--- src/rtl/redmule_stream_addressgen.sv ---
// Streamer address generator: takes one job per start request and emits tot_len byte
// addresses over a valid/ready port, walking up to three nested strided dimensions.
module redmule_stream_addressgen #(
    parameter int unsigned AW  = 32,
    parameter int unsigned TLW = 32,
    parameter int unsigned DLW = 16
) (
    input  logic           clk_i,
    input  logic           rst_ni,
    input  logic           clear_i,
    input  logic           req_start_i,
    input  logic [AW-1:0]  base_addr_i,
    input  logic [TLW-1:0] tot_len_i,
    input  logic [DLW-1:0] d0_len_i,
    input  logic [AW-1:0]  d0_stride_i,
    input  logic [DLW-1:0] d1_len_i,
    input  logic [AW-1:0]  d1_stride_i,
    input  logic [AW-1:0]  d2_stride_i,
    input  logic [1:0]     dim_enable_1h_i,
    output logic           ready_start_o,
    output logic           done_o,
    output logic [AW-1:0]  addr_o,
    output logic           addr_valid_o,
    input  logic           addr_ready_i,
    output logic           addr_last_o
);

    typedef enum logic [1:0] {
        IDLE = 2'd0,
        RUN  = 2'd1,
        DONE = 2'd2
    } state_e;

    state_e         state_q, state_d;
    logic [AW-1:0]  base_q, base_d;
    logic [TLW-1:0] tot_len_q, tot_len_d;
    logic [DLW-1:0] d0_len_q, d0_len_d;
    logic [DLW-1:0] d1_len_q, d1_len_d;
    logic [AW-1:0]  d0_stride_q, d0_stride_d;
    logic [AW-1:0]  d1_stride_q, d1_stride_d;
    logic [AW-1:0]  d2_stride_q, d2_stride_d;
    logic [1:0]     dim_en_q, dim_en_d;
    logic [DLW-1:0] d0_cnt_q, d0_cnt_d;
    logic [DLW-1:0] d1_cnt_q, d1_cnt_d;
    logic [AW-1:0]  d0_offs_q, d0_offs_d;
    logic [AW-1:0]  d1_offs_q, d1_offs_d;
    logic [AW-1:0]  d2_offs_q, d2_offs_d;
    logic [TLW-1:0] issued_q, issued_d;
    logic [AW-1:0]  addr_q, addr_d;
    logic           is_last;

    // The address on the port is the one about to be accepted as the issued_q-th.
    assign is_last       = (state_q == RUN) && (issued_q == tot_len_q - TLW'(1));
    assign ready_start_o = (state_q == IDLE);
    assign done_o        = (state_q == DONE);
    assign addr_valid_o  = (state_q == RUN);
    assign addr_last_o   = is_last;
    assign addr_o        = addr_q;

    always_comb begin
        state_d     = state_q;
        base_d      = base_q;
        tot_len_d   = tot_len_q;
        d0_len_d    = d0_len_q;
        d1_len_d    = d1_len_q;
        d0_stride_d = d0_stride_q;
        d1_stride_d = d1_stride_q;
        d2_stride_d = d2_stride_q;
        dim_en_d    = dim_en_q;
        d0_cnt_d    = d0_cnt_q;
        d1_cnt_d    = d1_cnt_q;
        d0_offs_d   = d0_offs_q;
        d1_offs_d   = d1_offs_q;
        d2_offs_d   = d2_offs_q;
        issued_d    = issued_q;
        addr_d      = addr_q;

        if (clear_i) begin
            state_d     = IDLE;
            base_d      = '0;
            tot_len_d   = '0;
            d0_len_d    = '0;
            d1_len_d    = '0;
            d0_stride_d = '0;
            d1_stride_d = '0;
            d2_stride_d = '0;
            dim_en_d    = '0;
            d0_cnt_d    = '0;
            d1_cnt_d    = '0;
            d0_offs_d   = '0;
            d1_offs_d   = '0;
            d2_offs_d   = '0;
            issued_d    = '0;
            addr_d      = '0;
        end else begin
            unique case (state_q)
                IDLE: begin
                    if (req_start_i) begin
                        base_d      = base_addr_i;
                        tot_len_d   = tot_len_i;
                        // A zero length would never match cnt==len-1; treat it as 1.
                        d0_len_d    = (d0_len_i == '0) ? DLW'(1) : d0_len_i;
                        d1_len_d    = (d1_len_i == '0) ? DLW'(1) : d1_len_i;
                        d0_stride_d = d0_stride_i;
                        d1_stride_d = d1_stride_i;
                        d2_stride_d = d2_stride_i;
                        dim_en_d    = dim_enable_1h_i;
                        d0_cnt_d    = '0;
                        d1_cnt_d    = '0;
                        d0_offs_d   = '0;
                        d1_offs_d   = '0;
                        d2_offs_d   = '0;
                        issued_d    = '0;
                        addr_d      = base_addr_i;
                        state_d     = (tot_len_i == '0) ? DONE : RUN;
                    end
                end
                RUN: begin
                    if (addr_ready_i) begin
                        issued_d  = issued_q + TLW'(1);
                        d0_cnt_d  = d0_cnt_q + DLW'(1);
                        d0_offs_d = d0_offs_q + d0_stride_q;
                        if (dim_en_q[0] && (d0_cnt_q == d0_len_q - DLW'(1))) begin
                            d0_cnt_d  = '0;
                            d0_offs_d = '0;
                            d1_cnt_d  = d1_cnt_q + DLW'(1);
                            d1_offs_d = d1_offs_q + d1_stride_q;
                            if (dim_en_q[1] && (d1_cnt_q == d1_len_q - DLW'(1))) begin
                                d1_cnt_d  = '0;
                                d1_offs_d = '0;
                                d2_offs_d = d2_offs_q + d2_stride_q;
                            end
                        end
                        addr_d = base_q + d0_offs_d + d1_offs_d + d2_offs_d;
                        if (is_last) begin
                            state_d = DONE;
                        end
                    end
                end
                DONE: begin
                    state_d = IDLE;
                end
                default: begin
                    state_d = IDLE;
                end
            endcase
        end
    end

    always_ff @(posedge clk_i or negedge rst_ni) begin
        if (!rst_ni) begin
            state_q     <= IDLE;
            base_q      <= '0;
            tot_len_q   <= '0;
            d0_len_q    <= '0;
            d1_len_q    <= '0;
            d0_stride_q <= '0;
            d1_stride_q <= '0;
            d2_stride_q <= '0;
            dim_en_q    <= '0;
            d0_cnt_q    <= '0;
            d1_cnt_q    <= '0;
            d0_offs_q   <= '0;
            d1_offs_q   <= '0;
            d2_offs_q   <= '0;
            issued_q    <= '0;
            addr_q      <= '0;
        end else begin
            state_q     <= state_d;
            base_q      <= base_d;
            tot_len_q   <= tot_len_d;
            d0_len_q    <= d0_len_d;
            d1_len_q    <= d1_len_d;
            d0_stride_q <= d0_stride_d;
            d1_stride_q <= d1_stride_d;
            d2_stride_q <= d2_stride_d;
            dim_en_q    <= dim_en_d;
            d0_cnt_q    <= d0_cnt_d;
            d1_cnt_q    <= d1_cnt_d;
            d0_offs_q   <= d0_offs_d;
            d1_offs_q   <= d1_offs_d;
            d2_offs_q   <= d2_offs_d;
            issued_q    <= issued_d;
            addr_q      <= addr_d;
        end
    end

endmodule

--- config.mk ---
export PLATFORM = sky130hd
export DESIGN_NAME = redmule_stream_addressgen
export DESIGN_NICKNAME = d
export VERILOG_FILES = /design/src/rtl/redmule_stream_addressgen.sv
export SDC_FILE = /design/constraint.sdc
export NUM_CORES = 1
export LEC_CHECK = 0
export BUFFER_PORTS_ARGS = -buffer_cell sky130_fd_sc_hd__buf_2
export CORE_UTILIZATION = 39
export CTS_CLUSTER_SIZE = 20
export DETAILED_ROUTE_END_ITERATION = 7
export GPL_ROUTABILITY_DRIVEN = 0
export HOLD_SLACK_MARGIN = 0.08
export PLACE_DENSITY = 0.65
export SYNTH_ARGS = -nofsm -noshare
export SYNTH_HDL_FRONTEND = slang
export SYNTH_SLANG_ARGS = --single-unit
--- constraint.sdc ---
create_clock -name clk_i -period 10.53 [get_ports clk_i]
set_input_delay 1.5795 -clock clk_i [delete_from_list [all_inputs] [get_ports clk_i]]
set_output_delay 1.5795 -clock clk_i [all_outputs]
set_load 0.01 [all_outputs]
==> metrics.cfg <==
[clock_tree]
root_buffer=clkbuf_16
clockBufferDepth=3
numCtsBuffers=47
cts-htree-levels=2
cts_sinks=388
cts_resized=0
post_cts_buffers=0
cts_tree=built
cts_hold_buf=0
clk_pin_slew_ps=60
clk-insertion-delay-late_ps=600

[floorplan]
ios=235
start_util_pct=39.7
rows=92
dieArea_sq_um=65600
core_sq_um=63400
die_w_um=256
die_h_um=256

[synth]
ys.flop_type=dfrtp_1
async_reset_ff_share_pct=100
ys_ff_latch=388
synth.distinct_cells=74
yosys_warnings=0
ys_seq_area_share_pct=38.6
synth-edff-count=0
synth_nets=3060
synth_area_per_cell_sq_um=9.44
netlist_area_sq_um=25200
synthCells=2666

[place]
placed_cell_area_sq_um=27200
post-place-ws_ps=2320
port_buffers=234
dp_hpwl_um=58300

[layout]
syn2layout_area_growth_pct=14.3
fin_nets=3256
drive_above_1_share_pct=12.7
utilization_pct=45.4
final_area_sq_um=28800

[run]
cap_violations=0

[sta]
setup_tns_ps=0
fin_skew_ps=32.0
finalHoldViolCount=0
tightestPinTransition_ps=1310
maxSlewViolCount=0
setup_ws_ps=2190
slew_headroom_pct=11.7
fin_crit_sh_pct=79.2
rsz0062_at_grt=no
setup-violations-final=0
fmax_ghz=0.120
post-route-min-period_ps=8340

[critical_path]
critPathArrivalTime_ps=8800
endpoint=addr_o[28]
r2r-start=d1_len_q[0]
cp-start-kind=flop
cpMostUsedCell=a21oi_1
crit_start=d1_len_q[0]
crit_path_max_incr_delay_ps=940
critPathKind=reg -> reg
crit_slowest_cell=nand2_1
worstRegToRegCells=25
crit_fanout=27
crit_path_end_kind=flop
crit_required_ps=10990
r2r_setup_slack_ps=2190
r2r-end=addr_o[28]

[routing]
first_pass_iters=8
vias_per_cell=5.83
drc=0
drt_iter0_drc=1699
routedWlPerCell_um=20.9
ant_nets=0
wl_um=78300
dr_total_vias=21800

[global_route]
grt_max_degree=170
grt_overflow_total=0
grt_pass1_wl_um=124000
track_usage_pct=23.7
grt_pass1_vias=21800
antenna_found_initial=4

[power_and_ir_drop]
leakage_nw=13.9
power_density_nw_per_um2=141
vdd_drop_max_mv=0.101
total_power_w=0.00405

[run_status]
status=complete, no violations

[min_path]
hold_path.class=reg -> reg

-- registers in the layout, summed over array words and instances, names as in the netlist --
signal	count
d0_len_q	16
dim_en_q	2
d2_stride_q	32
d0_cnt_q	16
addr_o	32
tot_len_q	32
base_q	32
issued_q	32
d0_stride_q	32
d2_offs_q	32
d0_offs_q	32
d1_cnt_q	16
state_q	2
d1_stride_q	32
d1_offs_q	32
d1_len_q	16
-- worst min-delay path by stage --
stage,cells after the start,to,start
2_1_floorplan,2,d0_offs_q[0],d0_offs_q[0]
3_3_place_gp,2,addr_o[0],addr_o[0]
3_5_place_dp,2,addr_o[2],addr_o[2]
4_1_cts,2,addr_o[5],addr_o[5]
5_1_grt,2,addr_o[5],addr_o[5]
6_report,2,d0_offs_q[9],d0_offs_q[9]
-- report_power, final --
| group | leakage, nW | internal (W) | total, W | switching [W] |
|---|---|---|---|---|
| sequential | 5.30 | 0.00157 | 0.00165 | 0.0000859 |
| clock | 0.762 | 0.000970 | 0.00165 | 0.000678 |
| combinational | 7.81 | 0.000284 | 0.000746 | 0.000462 |
-- through the flow --
stage,hold WS (ps),instances
4_1_cts,490,3742
2_1_floorplan,454,2666
5_1_grt,508,3742
6_report,487,3744
3_5_place_dp,470,3659
3_3_place_gp,462,3659
-- kinds of logic (layout without fill, tap and decap cells) --
kind of cell	Yosys count	after routing	share of synthesized area (%)
DFF	388	388	38.6
adders and majority gates	195	195	11.6
xor gates and xnor gates	229	229	8.08
muxes	40	40	1.63
and+or+nand+nor	746	746	14.1
buffers and inverters	235	465	3.52
AOI/OAI and AO/OA	833	833	22.5
other	0	2	0
-- Yosys cell counts (24+ instances only) --
library cell,instances,area share [%]
nand2_1,259,3.9
and3_1,24,0.60
nor3_1,49,0.97
a22o_1,211,7.3
a21o_1,74,2.2
clkbuf_1,99,1.5
a21oi_1,150,3.0
or3_1,25,0.62
xnor2_1,123,4.3
dfrtp_1,388,39
fa_1,65,5.2
nor4_1,30,0.75
nor2_1,172,2.6
inv_1,123,1.8
mux2i_1,32,1.3
o21ai_0,221,4.4
a31oi_1,24,0.60
nand3_1,58,1.2
ha_1,130,6.5
xor2_1,104,3.6
-- cells in the final DEF (no fill, tap or decap), types with 32 or more instances in the layout --
cell type	synthesis	routed
ha_1	130	130
fa_1	65	65
xor2_1	104	104
nor3_1	49	48
inv_1	123	123
buf_2	4	233
o21ai_0	221	221
clkbuf_16	0	48
nor2_1	172	168
mux2i_1	32	32
a21oi_1	150	149
a21o_1	74	74
nand2_1	259	258
nand3_1	58	58
a22o_1	211	211
xnor2_1	123	123
dfrtp_1	388	388
-- routing by layer --
metal / global-route usage [%] / wire [um]
met1: 32.4 / 33800
met2: 37.7 / 35800
met3: 4.12 / 5980
met4: 8.20 / 2690
met5: 0 / 0
-- critical path: cells and delay by family, from the launching register on --
| family | cells | cell delay (ps) |
|---|---|---|
| adders and majority gates | 4 | 1570 |
| muxes | 1 | 180 |
| buffers and inverters | 2 | 170 |
| and+or+nand+nor | 8 | 3290 |
| AOI/OAI and AO/OA | 10 | 2590 |
| DFF | 1 | 430 |
-- cell type report --
cell class	instances	area (sq um)
diodes	2	5.00
clock buffers	64	1350
clock inverters	19	196
fillers	5969	34600
inverters	124	465
multi-input cells	2043	14600
flip-flops and latches	388	9710
well taps	846	1060
repair buffers	258	1370
(Power assumes the default switching activity.)
